--- src/rtl/coh_pkg.sv ---
// Shared coherence types for the cache controllers and the snoop bus arbiter.
// Holds the bus function codes, line states, arbiter states and 2-core vectors.
package coh_pkg;

    typedef enum logic [1:0] {
        P_READ  = 2'b00,
        P_WRITE = 2'b01,
        B_READ  = 2'b10,
        B_WRITE = 2'b11
    } func_e;

    typedef enum logic [1:0] {
        INVL = 2'b00,
        SHRD = 2'b01,
        EXCL = 2'b10
    } stat_e;

    typedef enum logic [1:0] {
        IDLE  = 2'b00,
        SNOOP = 2'b01,
        MEM   = 2'b10,
        DONE  = 2'b11
    } arb_state_e;

    typedef logic [1:0] core_vec_t;

    // Bus functions are the two codes with the upper bit set.
    function automatic logic is_bus_func(input logic [1:0] f);
        return f[1];
    endfunction

endpackage

--- src/rtl/snoop_bus_arbiter_if.sv ---
// Core-side, snoop-side and memory-side signals of the shared snoop bus.
// master = arbiter, slave = controllers, target caches and memory.
interface snoop_bus_arbiter_if #(
    parameter int ADDR_W = 8
);
    import coh_pkg::*;

    core_vec_t         req;
    logic [1:0]        func0;
    logic [1:0]        func1;
    logic [ADDR_W-1:0] addr0;
    logic [ADDR_W-1:0] addr1;
    core_vec_t         gnt;
    core_vec_t         mem_ready;
    core_vec_t         snoop_ready;
    core_vec_t         snoop_hit;
    core_vec_t         snp_valid;
    logic [ADDR_W-1:0] snp_addr;
    core_vec_t         snp_hit_in;
    core_vec_t         snp_done_in;
    logic              bus_mem_req;
    logic              bus_mem_we;
    logic [ADDR_W-1:0] bus_mem_addr;
    logic              bus_mem_ack;

    modport master (
        input  req, func0, func1, addr0, addr1, snp_hit_in, snp_done_in, bus_mem_ack,
        output gnt, mem_ready, snoop_ready, snoop_hit, snp_valid, snp_addr,
               bus_mem_req, bus_mem_we, bus_mem_addr
    );

    modport slave (
        output req, func0, func1, addr0, addr1, snp_hit_in, snp_done_in, bus_mem_ack,
        input  gnt, mem_ready, snoop_ready, snoop_hit, snp_valid, snp_addr,
               bus_mem_req, bus_mem_we, bus_mem_addr
    );

endinterface

--- src/rtl/rr_arb2.sv ---
// Two-way arbiter: sole requester wins, a tie goes to the preferred core; preference moves on upd.
// Latency: combinational grant. Backpressure: none, the caller samples gnt only when it can take an owner.
// Build option ARB_FIXED_PRIO_EN: core0 always wins ties and no preference state exists.
module rr_arb2
    import coh_pkg::*;
(
    input  logic      clk,
    input  logic      reset,
    input  core_vec_t req,
    input  logic      upd,
    input  logic      upd_owner,
    output core_vec_t gnt
);

    logic prio;

`ifdef ARB_FIXED_PRIO_EN
    logic unused_rr;
    assign prio      = 1'b0;
    assign unused_rr = ^{clk, reset, upd, upd_owner};
`else
    always_ff @(posedge clk or negedge reset) begin
        if (!reset) begin
            prio <= 1'b0;
        end else if (upd) begin
            prio <= ~upd_owner;
        end
    end
`endif

    always_comb begin
        gnt = 2'b00;
        case (req)
            2'b01:   gnt = 2'b01;
            2'b10:   gnt = 2'b10;
            2'b11:   gnt = prio ? 2'b10 : 2'b01;
            default: gnt = 2'b00;
        endcase
    end

endmodule

--- src/rtl/snoop_bus_arbiter.sv ---
// Shared-bus arbiter: grants one core, snoops the other core's cache, falls back to memory on miss/timeout.
// Latency: grant→ready = snoop/ack wait + 2 cycles, one IDLE cycle between transactions, all outputs registered.
// Backpressure: a single outstanding transaction; other requests wait in IDLE. ARB_FIXED_PRIO_EN fixes core0 priority.
module snoop_bus_arbiter
    import coh_pkg::*;
#(
    parameter int ADDR_W      = 8,
    parameter int SNP_TIMEOUT = 15
) (
    input  logic                 clk,
    input  logic                 reset,
    snoop_bus_arbiter_if.master  bus
);

    localparam logic [7:0] TO_LAST = 8'(SNP_TIMEOUT - 1);

    arb_state_e        state, state_nxt;
    logic              owner, owner_nxt;
    logic [ADDR_W-1:0] addr_q, addr_nxt;
    logic [7:0]        cnt, cnt_nxt;
    core_vec_t         elig, arb_gnt;
    core_vec_t         gnt_nxt, mrdy_nxt, srdy_nxt, shit_nxt, sval_nxt;
    logic [ADDR_W-1:0] saddr_nxt, maddr_nxt, sel_addr;
    logic [1:0]        sel_func;
    logic              mreq_nxt, mwe_nxt, upd, other;

    assign other    = ~owner;
    assign elig     = bus.req & {is_bus_func(bus.func1), is_bus_func(bus.func0)};
    assign sel_addr = arb_gnt[1] ? bus.addr1 : bus.addr0;
    assign sel_func = arb_gnt[1] ? bus.func1 : bus.func0;

    rr_arb2 u_arb (
        .clk       (clk),
        .reset     (reset),
        .req       (elig),
        .upd       (upd),
        .upd_owner (owner),
        .gnt       (arb_gnt)
    );

    always_comb begin
        state_nxt = state;
        owner_nxt = owner;
        addr_nxt  = addr_q;
        cnt_nxt   = cnt;
        gnt_nxt   = bus.gnt;
        mrdy_nxt  = 2'b00;
        srdy_nxt  = 2'b00;
        shit_nxt  = bus.snoop_hit;
        sval_nxt  = bus.snp_valid;
        saddr_nxt = bus.snp_addr;
        mreq_nxt  = bus.bus_mem_req;
        mwe_nxt   = bus.bus_mem_we;
        maddr_nxt = bus.bus_mem_addr;
        upd       = 1'b0;
        case (state)
            IDLE: begin
                if (|arb_gnt) begin
                    owner_nxt           = arb_gnt[1];
                    addr_nxt            = sel_addr;
                    gnt_nxt             = arb_gnt;
                    shit_nxt[arb_gnt[1]] = 1'b0;
                    cnt_nxt             = 8'd0;
                    if (sel_func == B_WRITE) begin
                        state_nxt = MEM;
                        mreq_nxt  = 1'b1;
                        mwe_nxt   = 1'b1;
                        maddr_nxt = sel_addr;
                    end else begin
                        state_nxt = SNOOP;
                        sval_nxt  = arb_gnt[1] ? 2'b01 : 2'b10;
                        saddr_nxt = sel_addr;
                    end
                end
            end
            SNOOP: begin
                cnt_nxt = cnt + 8'd1;
                // A response in the timeout cycle still counts as a response.
                if (bus.snp_done_in[other] || cnt == TO_LAST) begin
                    sval_nxt  = 2'b00;
                    saddr_nxt = '0;
                    if (bus.snp_done_in[other] && bus.snp_hit_in[other]) begin
                        state_nxt       = DONE;
                        shit_nxt[owner] = 1'b1;
                        srdy_nxt[owner] = 1'b1;
                        gnt_nxt         = 2'b00;
                    end else begin
                        state_nxt = MEM;
                        mreq_nxt  = 1'b1;
                        mwe_nxt   = 1'b0;
                        maddr_nxt = addr_q;
                    end
                end
            end
            MEM: begin
                if (bus.bus_mem_ack) begin
                    state_nxt       = DONE;
                    mreq_nxt        = 1'b0;
                    mwe_nxt         = 1'b0;
                    maddr_nxt       = '0;
                    mrdy_nxt[owner] = 1'b1;
                    gnt_nxt         = 2'b00;
                end
            end
            DONE: begin
                upd       = 1'b1;
                state_nxt = IDLE;
            end
            default: state_nxt = IDLE;
        endcase
    end

    always_ff @(posedge clk or negedge reset) begin
        if (!reset) begin
            state <= IDLE;
        end else begin
            state <= state_nxt;
        end
    end

    always_ff @(posedge clk or negedge reset) begin
        if (!reset) begin
            owner            <= 1'b0;
            addr_q           <= '0;
            cnt              <= 8'd0;
            bus.gnt          <= 2'b00;
            bus.mem_ready    <= 2'b00;
            bus.snoop_ready  <= 2'b00;
            bus.snoop_hit    <= 2'b00;
            bus.snp_valid    <= 2'b00;
            bus.snp_addr     <= '0;
            bus.bus_mem_req  <= 1'b0;
            bus.bus_mem_we   <= 1'b0;
            bus.bus_mem_addr <= '0;
        end else begin
            owner            <= owner_nxt;
            addr_q           <= addr_nxt;
            cnt              <= cnt_nxt;
            bus.gnt          <= gnt_nxt;
            bus.mem_ready    <= mrdy_nxt;
            bus.snoop_ready  <= srdy_nxt;
            bus.snoop_hit    <= shit_nxt;
            bus.snp_valid    <= sval_nxt;
            bus.snp_addr     <= saddr_nxt;
            bus.bus_mem_req  <= mreq_nxt;
            bus.bus_mem_we   <= mwe_nxt;
            bus.bus_mem_addr <= maddr_nxt;
        end
    end

endmodule

--- src/flat_wrapper.sv ---
// flat-port wrapper written by rule: the top's interface ports become plain ports
module snoop_bus_arbiter_flat import coh_pkg::*;
#(
    parameter int ADDR_W      = 8,
    parameter int SNP_TIMEOUT = 15
)
  (clk, reset, bus_req, bus_func0, bus_func1, bus_addr0, bus_addr1, bus_snp_hit_in, bus_snp_done_in, bus_bus_mem_ack, bus_gnt, bus_mem_ready, bus_snoop_ready, bus_snoop_hit, bus_snp_valid, bus_snp_addr, bus_bus_mem_req, bus_bus_mem_we, bus_bus_mem_addr);
  snoop_bus_arbiter_if #(.ADDR_W(ADDR_W)) bus_i ();
  input  logic clk;
  input  logic reset;
  input wire logic [$bits(bus_i.req)-1:0] bus_req;
  input wire logic [$bits(bus_i.func0)-1:0] bus_func0;
  input wire logic [$bits(bus_i.func1)-1:0] bus_func1;
  input wire logic [$bits(bus_i.addr0)-1:0] bus_addr0;
  input wire logic [$bits(bus_i.addr1)-1:0] bus_addr1;
  input wire logic [$bits(bus_i.snp_hit_in)-1:0] bus_snp_hit_in;
  input wire logic [$bits(bus_i.snp_done_in)-1:0] bus_snp_done_in;
  input wire logic [$bits(bus_i.bus_mem_ack)-1:0] bus_bus_mem_ack;
  output wire logic [$bits(bus_i.gnt)-1:0] bus_gnt;
  output wire logic [$bits(bus_i.mem_ready)-1:0] bus_mem_ready;
  output wire logic [$bits(bus_i.snoop_ready)-1:0] bus_snoop_ready;
  output wire logic [$bits(bus_i.snoop_hit)-1:0] bus_snoop_hit;
  output wire logic [$bits(bus_i.snp_valid)-1:0] bus_snp_valid;
  output wire logic [$bits(bus_i.snp_addr)-1:0] bus_snp_addr;
  output wire logic [$bits(bus_i.bus_mem_req)-1:0] bus_bus_mem_req;
  output wire logic [$bits(bus_i.bus_mem_we)-1:0] bus_bus_mem_we;
  output wire logic [$bits(bus_i.bus_mem_addr)-1:0] bus_bus_mem_addr;
  assign bus_i.req = bus_req;
  assign bus_i.func0 = bus_func0;
  assign bus_i.func1 = bus_func1;
  assign bus_i.addr0 = bus_addr0;
  assign bus_i.addr1 = bus_addr1;
  assign bus_i.snp_hit_in = bus_snp_hit_in;
  assign bus_i.snp_done_in = bus_snp_done_in;
  assign bus_i.bus_mem_ack = bus_bus_mem_ack;
  assign bus_gnt = bus_i.gnt;
  assign bus_mem_ready = bus_i.mem_ready;
  assign bus_snoop_ready = bus_i.snoop_ready;
  assign bus_snoop_hit = bus_i.snoop_hit;
  assign bus_snp_valid = bus_i.snp_valid;
  assign bus_snp_addr = bus_i.snp_addr;
  assign bus_bus_mem_req = bus_i.bus_mem_req;
  assign bus_bus_mem_we = bus_i.bus_mem_we;
  assign bus_bus_mem_addr = bus_i.bus_mem_addr;
  snoop_bus_arbiter #(.ADDR_W(ADDR_W), .SNP_TIMEOUT(SNP_TIMEOUT)) u_core (.clk(clk), .reset(reset), .bus(bus_i));
endmodule
--- config.mk ---
export PLATFORM = sky130hd
export DESIGN_NAME = snoop_bus_arbiter_flat
export DESIGN_NICKNAME = d
export VERILOG_FILES = /design/src/rtl/coh_pkg.sv /design/src/rtl/snoop_bus_arbiter_if.sv /design/src/rtl/rr_arb2.sv /design/src/rtl/snoop_bus_arbiter.sv /design/src/flat_wrapper.sv
export SDC_FILE = /design/constraint.sdc
export NUM_CORES = 1
export LEC_CHECK = 0
export ABC_AREA = 1
export CAP_MARGIN = 30
export CELL_PAD_IN_SITES_DETAIL_PLACEMENT = 0
export CELL_PAD_IN_SITES_GLOBAL_PLACEMENT = 1
export CORE_ASPECT_RATIO = 0.5
export CORE_MARGIN = 2
export CORE_UTILIZATION = 40
export CTS_CLUSTER_DIAMETER = 200
export CTS_CLUSTER_SIZE = 16
export DETAILED_ROUTE_END_ITERATION = 10
export GPL_TIMING_DRIVEN = 0
export HOLD_SLACK_MARGIN = 0.12
export PLACE_DENSITY = 0.86
export SETUP_SLACK_MARGIN = 0.05
export SLEW_MARGIN = 20
export SYNTH_ARGS = -nofsm -noshare
export SYNTH_HDL_FRONTEND = slang
export SYNTH_HIERARCHICAL = 1
export SYNTH_SLANG_ARGS = --single-unit
--- constraint.sdc ---
create_clock -name clk -period 3 [get_ports clk]
set_input_delay 0.3 -clock clk [delete_from_list [all_inputs] [get_ports clk]]
set_output_delay 0.3 -clock clk [all_outputs]
set_load 0.05 [all_outputs]
Word-level counts from Yosys, hierarchy flattened
Index checks and enable logic that the tools add are counted.
Widths: inputs -> output; s select.
Word-level totals
  bits of input ports: 29
  register bits: 48
Operators by class
  reduce and logical (&&, ||, !) cells: 15
  bitwise logic cells: 5
  multiplexer cells: 59
  add/subtract/negate cells: 1
  equality and inequality tests: 15
  $lt $le $gt $ge: 5
Operators with widths (count)
  $mux 8: 10
  $mux 2: 22
  $pmux 8 s2: 2
  $pmux 8 s3: 1
  $mux 1: 15
  $pmux 2 s3: 2
  $eq 2x2->1 const B: 5
  $add 8x1->8 const B: 1
  $eq 8x4->1 const B: 1
  $ne 2x1->1 const B: 4
  $pmux 2 s2: 2
  $pmux 2 s4: 1
  $reduce_and 4->1: 2
  $lt 1x2->1 const B: 3
  $ne 2x2->1 const B: 3
  $pmux 1 s3: 2
  $reduce_and 6->1: 1
  $reduce_and 5->1: 1
  $and 2x2->2: 2
  $eq 2x1->1 const B: 2
  $reduce_and 2->1: 2
  $logic_and 1x1->1: 3
  $reduce_and 3->1: 1
  $reduce_bool 3->1: 1
  9 further kinds: 11

Longest topological paths before layout
  depth in word-level cells: 11
  mapped depth: 13
  depth with buffers taken out: 12

Cells and area by module
Netlist, hierarchy kept.
Modules (own cells, without submodules)
  snoop_bus_arbiter: sequential area each 1176.1 um^2, cells each 331, area an instance 2653.8 um^2, times used 1
  rr_arb2: sequential area each 25.0 um^2, cells each 11, area an instance 63.8 um^2, times used 1

Least setup slack after synthesis
No wires, ideal clock.
  kind: flip-flop to flip-flop
  from: reg u_core.state[0]
  to: reg u_core/bus.bus_mem_addr[3] (netlist bit)
  arrival time: 1460 ps
  setup slack: 1474 ps
  stages on the path, launching flop included: 9
  buffers on the path: 2
  path through: dfrtp_1 -> inv_1 -> ha_1 -> clkbuf_1 -> clkbuf_1 -> nand3_1 -> o21ai_0 -> nand3_1 -> nand2_1
Between the ends
  word-level cells in the longest chain between the ends: 3
Ends and longest elaborated chain
  from (decl): line snoop_bus_arbiter.sv:17  | arb_state_e state, state_nxt;
  from (signal assigned): line snoop_bus_arbiter.sv:117  | state <= state_nxt;
  $eq 2x1->1, or another cell as far along: line snoop_bus_arbiter.sv:56  | case (state)
  $ne 2x1->1 (no source line), or another cell as far along
  $reduce_and 6->1 (no source line)
  to (signal assigned): line snoop_bus_arbiter.sv:147  | bus.bus_mem_addr <= maddr_nxt;
  to (decl): line snoop_bus_arbiter_if.sv:29  | bus_mem_req, bus_mem_we, bus_mem_addr
Parallel ways exist; a longest one is shown, timed or not.
A chain may end at the register's enable or synchronous reset.

Worst setup path after layout
  from: in bus_func0[1]
  to: reg u_core.bus.snp_addr[1]
Between the ends
  word-level cells in the longest chain between the ends: 7
Ends and longest elaborated chain
  from (decl): line flat_wrapper.sv:12  | input wire logic [$bits(bus_i.func0)-1:0] bus_func0;
  $and 2x2->2 *: line snoop_bus_arbiter.sv:28  | assign elig = bus.req & {is_bus_func(bus.func1), is_bus_func(bus.func0)};
  via u_core.elig[0]: line snoop_bus_arbiter.sv:21  | core_vec_t elig, arb_gnt;
  $eq 2x2->1 / $eq 2x1->1 (equally long branches): line rr_arb2.sv:33  | case (req)
  $pmux 2 s3 *: line rr_arb2.sv:33
  via u_core.arb_gnt[1]: line snoop_bus_arbiter.sv:21
  $mux 2 / $mux 8 (equally long branches): line snoop_bus_arbiter.sv:30, snoop_bus_arbiter.sv:29
  $eq 2x2->1 / $mux 8 (equally long branches): line snoop_bus_arbiter.sv:64  | if (sel_func == B_WRITE) begin
  $ne 2x2->1 (no source line) / $mux 8 (equally long branches)
  $reduce_and 4->1 (no source line) / $pmux 8 s2 (equally long branches)
  to (signal assigned): line snoop_bus_arbiter.sv:144  | bus.snp_addr <= saddr_nxt;
  to (decl): line snoop_bus_arbiter_if.sv:28  | output gnt, mem_ready, snoop_ready, snoop_hit, snp_valid, snp_addr,
Mark *: on every way through the listed nets, which the timed path passes. The rest lies on a longest branch. The select of a mux whose other input is x is not followed.

==> metrics.log <==
INFO  metric syn_avg_cell_area = 7.95 µm²
INFO  metric period_needed = 1980 ps
INFO  metric place_inst = 491
INFO  metric die_boundary_height = 62.3 µm
INFO  metric cts-resized-gates = 0
INFO  metric globalRouteOverflowTotal = 0
INFO  metric route.detailed.wl_per_inst = 13.2 µm
INFO  metric antenna_violating_nets_post_route = 0
INFO  metric drv.max_cap_violation_count = 0
INFO  metric hold_class = in2async
INFO  metric via_count = 2451
INFO  metric layout_commonest_cell = nand2_1
INFO  metric area_delta_synth_final = 31.4%
INFO  metric htree_num_levels = 2
INFO  metric worstReg2RegStart = u_core/state[0]$_DFFE_PN0P_
INFO  metric synth_fp_nets = 378
INFO  metric synth.ff_latch_count = 48
INFO  metric final_core_utilization = 0.539
INFO  metric synth_enable_flop_cells = 0
INFO  metric net_switching_fraction_of_the_power = 0.495
INFO  metric reg2reg_to = u_core/bus.bus_mem_addr[5]$_DFFE_PN0P_
INFO  metric syn_area = 2720 µm²
INFO  metric ioPinCount = 57
INFO  metric cts_inserted_buffers = 5
INFO  metric route.top_layer_used = met4
INFO  metric die_width = 121 µm
INFO  metric cts_max_path_buffers = 2
INFO  metric worst_slew_pin_slew = 503 ps
INFO  metric seq_power_share = 0.269
INFO  metric io_buffer_count = 56
INFO  metric cell_rows = 21
INFO  metric worst_r2r_path_depth = 7
INFO  metric critPathSlowestCell = clkdlybuf4s50_1
INFO  metric path_common_cell = nand2_1
INFO  metric run_status = finished, final reports clean
INFO  metric floorplan.die_area = 7510 µm²
INFO  metric p_leak = 0.00171 µW
INFO  metric timing.critical_path.to_type = register
INFO  metric synth_warnings = 6
INFO  metric post_synth_inst_count = 342
INFO  metric worst_path_largest_cell_delay = 470 ps
INFO  metric drt_pre_antenna_iters = 4
INFO  metric timing.slew.headroom = 0.664
INFO  metric final-hold-violation-count = 0
INFO  metric yosysUniqueCellTypes = 26
INFO  metric cts.sink_count = 48
INFO  metric r2r_setup_slack = 1120 ps
INFO  metric insertedDiodeCount = 0
INFO  metric period_share = 0.658
INFO  metric synth-async-reset-ratio = 1.00
INFO  metric drt_iter0_markers = 185
INFO  metric worst-setup-path-type = in2reg
INFO  metric crit_family = buffers and inverters
INFO  metric place.gp.congestion = 0.826
INFO  metric antenna_found_initial = 0
INFO  metric crit_chain = clkdlybuf4s50_1 > nand2_1 > inv_1 > inv_1 > nand2_1 > nand2_1 > o21ai_2 > nand2_2 > nand3_2 > buf_6 > o21ai_2
INFO  metric layout.cells.non_filler = 500
INFO  metric layout.cells.most_common_list = nand2_1 (82), clkdlybuf4s50_1 (55), dfrtp_1 (48), nand3_1 (41), inv_1 (37)
INFO  metric cp.arrival = 2150 ps
INFO  metric timing_max_transition_violations_final = 0
INFO  metric critical_path_required = 3180 ps
INFO  metric sequential_cell_area_fraction_in_the_yosys_report = 0.442
INFO  metric tritoncts_clock_tree = built
INFO  metric worst_ir_drop_vdd = 0.000472 V
INFO  metric setup_viol = 0
INFO  metric clockRootBuffer = clkbuf_16
INFO  metric floorplan.core_area = 6620 µm²
INFO  metric vias_per_cell = 4.90
INFO  metric first_global_vias = 2395
INFO  metric clock_power_share = 0.145
INFO  metric rsz0062_at_grt = no
INFO  metric cellInternalPower = 2010 µW
INFO  metric worstPathBufferInverterCount = 4
INFO  metric track_usage = 0.187
INFO  metric final_layout_net_count = 443
INFO  metric postSynth.topFlopCell = dfrtp_1
INFO  metric postRouteWirelength = 6.59 mm
INFO  metric final.setup_skew = 3.24 ps
INFO  metric totalNegativeSetupSlack = 0 ps
INFO  metric routedLengthMet1 = 3.19 mm
INFO  metric pin_count_of_the_biggest_net_entering_global_routing = 33
INFO  metric power_frac_comb = 0.586
INFO  metric grt_pass1_wl = 11.4 mm
INFO  metric clk_pin_slew_worst_paths = 60 ps
INFO  metric floorplan.initialDensity = 0.410
INFO  metric wl_met2 = 3.07 mm
INFO  metric power.density_cell_area = 1120 nW/µm²
INFO  metric drive_above_1_share = 0.132
INFO  metric path_max_fanout = 10
INFO  metric met3WireLength = 287 µm
INFO  metric hpwlAfterDp = 5.02 mm
INFO  metric maxClockFrequency = 0.506 GHz
INFO  metric switchingPower = 1970 µW
INFO  metric worstSetupStartpointType = input port
INFO  metric worst_skew_pair.late_latency = 290 ps
INFO  metric worst_hold_slack = 484 ps
INFO  metric post-route-drc-count = 0
[cell families (layout without fill, tap and decap cells)]
kind of cell	Yosys count	in the layout	synth area share
simple gates	174	174	0.297
compound gates	61	61	0.145
buf+inv	51	117	0.0815
flops	48	48	0.442
fa+ha+maj	7	7	0.0322
xor+xnor	1	1	0.00322
[cell usage after synthesis (4+ instances only)]
cell,count,area share
dfrtp_1,48,0.44
nand2_1,82,0.11
or2_2,7,0.016
or2_1,9,0.021
a21oi_1,4,0.0074
nand3_1,41,0.076
nor3_1,6,0.011
nand4_1,6,0.014
nor2_1,13,0.018
nand2_2,5,0.012
o21ai_0,26,0.048
inv_1,37,0.051
o21ai_2,16,0.052
o21bai_1,10,0.028
ha_1,7,0.032
o21ai_1,4,0.0074
[worst reg2reg max path, stage by stage, from the launching register on]
cell,delay (ps)
dfrtp_1,410
inv_1,100
ha_1,300
clkbuf_1,290
clkbuf_1,340
o21ai_0,150
nand3_1,110
nand2_1,60
[power by group through the flow]
| stage | sequential, µW | combinational (µW) | clock, µW |
|---|---|---|---|
| after floorplan | 1550 | 1180 | 0 |
| after global placement | 1070 | 2300 | 0 |
| after detailed placement | 1080 | 2340 | 0 |
| after CTS | 1070 | 2350 | 594 |
| after global routing | 1110 | 2570 | 618 |
| final | 1070 | 2340 | 577 |
[per-stage QoR]
| step | instance area, µm² | power (µW) | setup WS [ps] |
|---|---|---|---|
| finish | 3570 | 3980 | 1020 |
| detailed placement | 3410 | 3420 | 762 |
| global placement | 3390 | 3370 | 245 |
| global route | 3570 | 4300 | 842 |
| CTS | 3570 | 4010 | 1050 |
| floorplan | 2720 | 2730 | 1470 |
[routing by layer]
layer  GRT usage  vias up
met5           0        -
li1            -     1246
met2       0.304       54
met1       0.261     1146
met4      0.0407        0
met3      0.0331        5
[state kept, by name, summed over array words and instances (netlist names)]
| register | flops |
|---|---|
| u_core/addr_q | 8 |
| u_core/bus.bus_mem_addr | 8 |
| u_core/bus.snp_addr | 8 |
| u_core/cnt | 8 |
| u_core/bus.gnt | 2 |
| u_core/bus.mem_ready | 2 |
| u_core/bus.snoop_hit | 2 |
| u_core/bus.snoop_ready | 2 |
| u_core/bus.snp_valid | 2 |
| u_core/state | 2 |
| u_core/bus.bus_mem_req | 1 |
| u_core/bus.bus_mem_we | 1 |
| u_core/owner | 1 |
| u_core/u_arb/prio | 1 |
[layout make-up]
type | count | area [µm²]
Fill cell | 667 | 3050
Tap cell | 92 | 115
Clock buffer | 6 | 139
Sequential cell | 48 | 1200
Inverter | 40 | 150
Multi-Input combinational cell | 243 | 1290
Buffer | 11 | 71.3
Timing Repair Buffer | 58 | 586
Clock inverter | 2 | 15.0
[worst max-delay path by stage]
stage | from | endpoint | slack (ps) | depth (start not counted)
3_3_place_gp | reset | u_core/bus.bus_mem_addr[3]$_DFFE_PN0P_ | 240 | 1
3_5_place_dp | bus_func0[1] | u_core/bus.snp_addr[3]$_DFFE_PN0P_ | 760 | 11
6_report | bus_func0[1] | u_core/bus.snp_addr[1]$_DFFE_PN0P_ | 1020 | 11
4_1_cts | bus_func0[1] | u_core/bus.snp_valid[0]$_DFFE_PN0P_ | 1050 | 11
5_1_grt | bus_func0[1] | u_core/bus.snp_addr[3]$_DFFE_PN0P_ | 840 | 12
2_1_floorplan | u_core/state[0]$_DFFE_PN0P_ | u_core/bus.bus_mem_addr[3]$_DFFE_PN0P_ | 1470 | 8
[timing repair]
item / in CTS / in global routing
setup endpoints to repair: 0 / 0
buffers inserted: 0 / 0
hold buffers: 1 / 0
hold endpoints to repair: 16 / 0
Power figures use the tool's default switching activity.
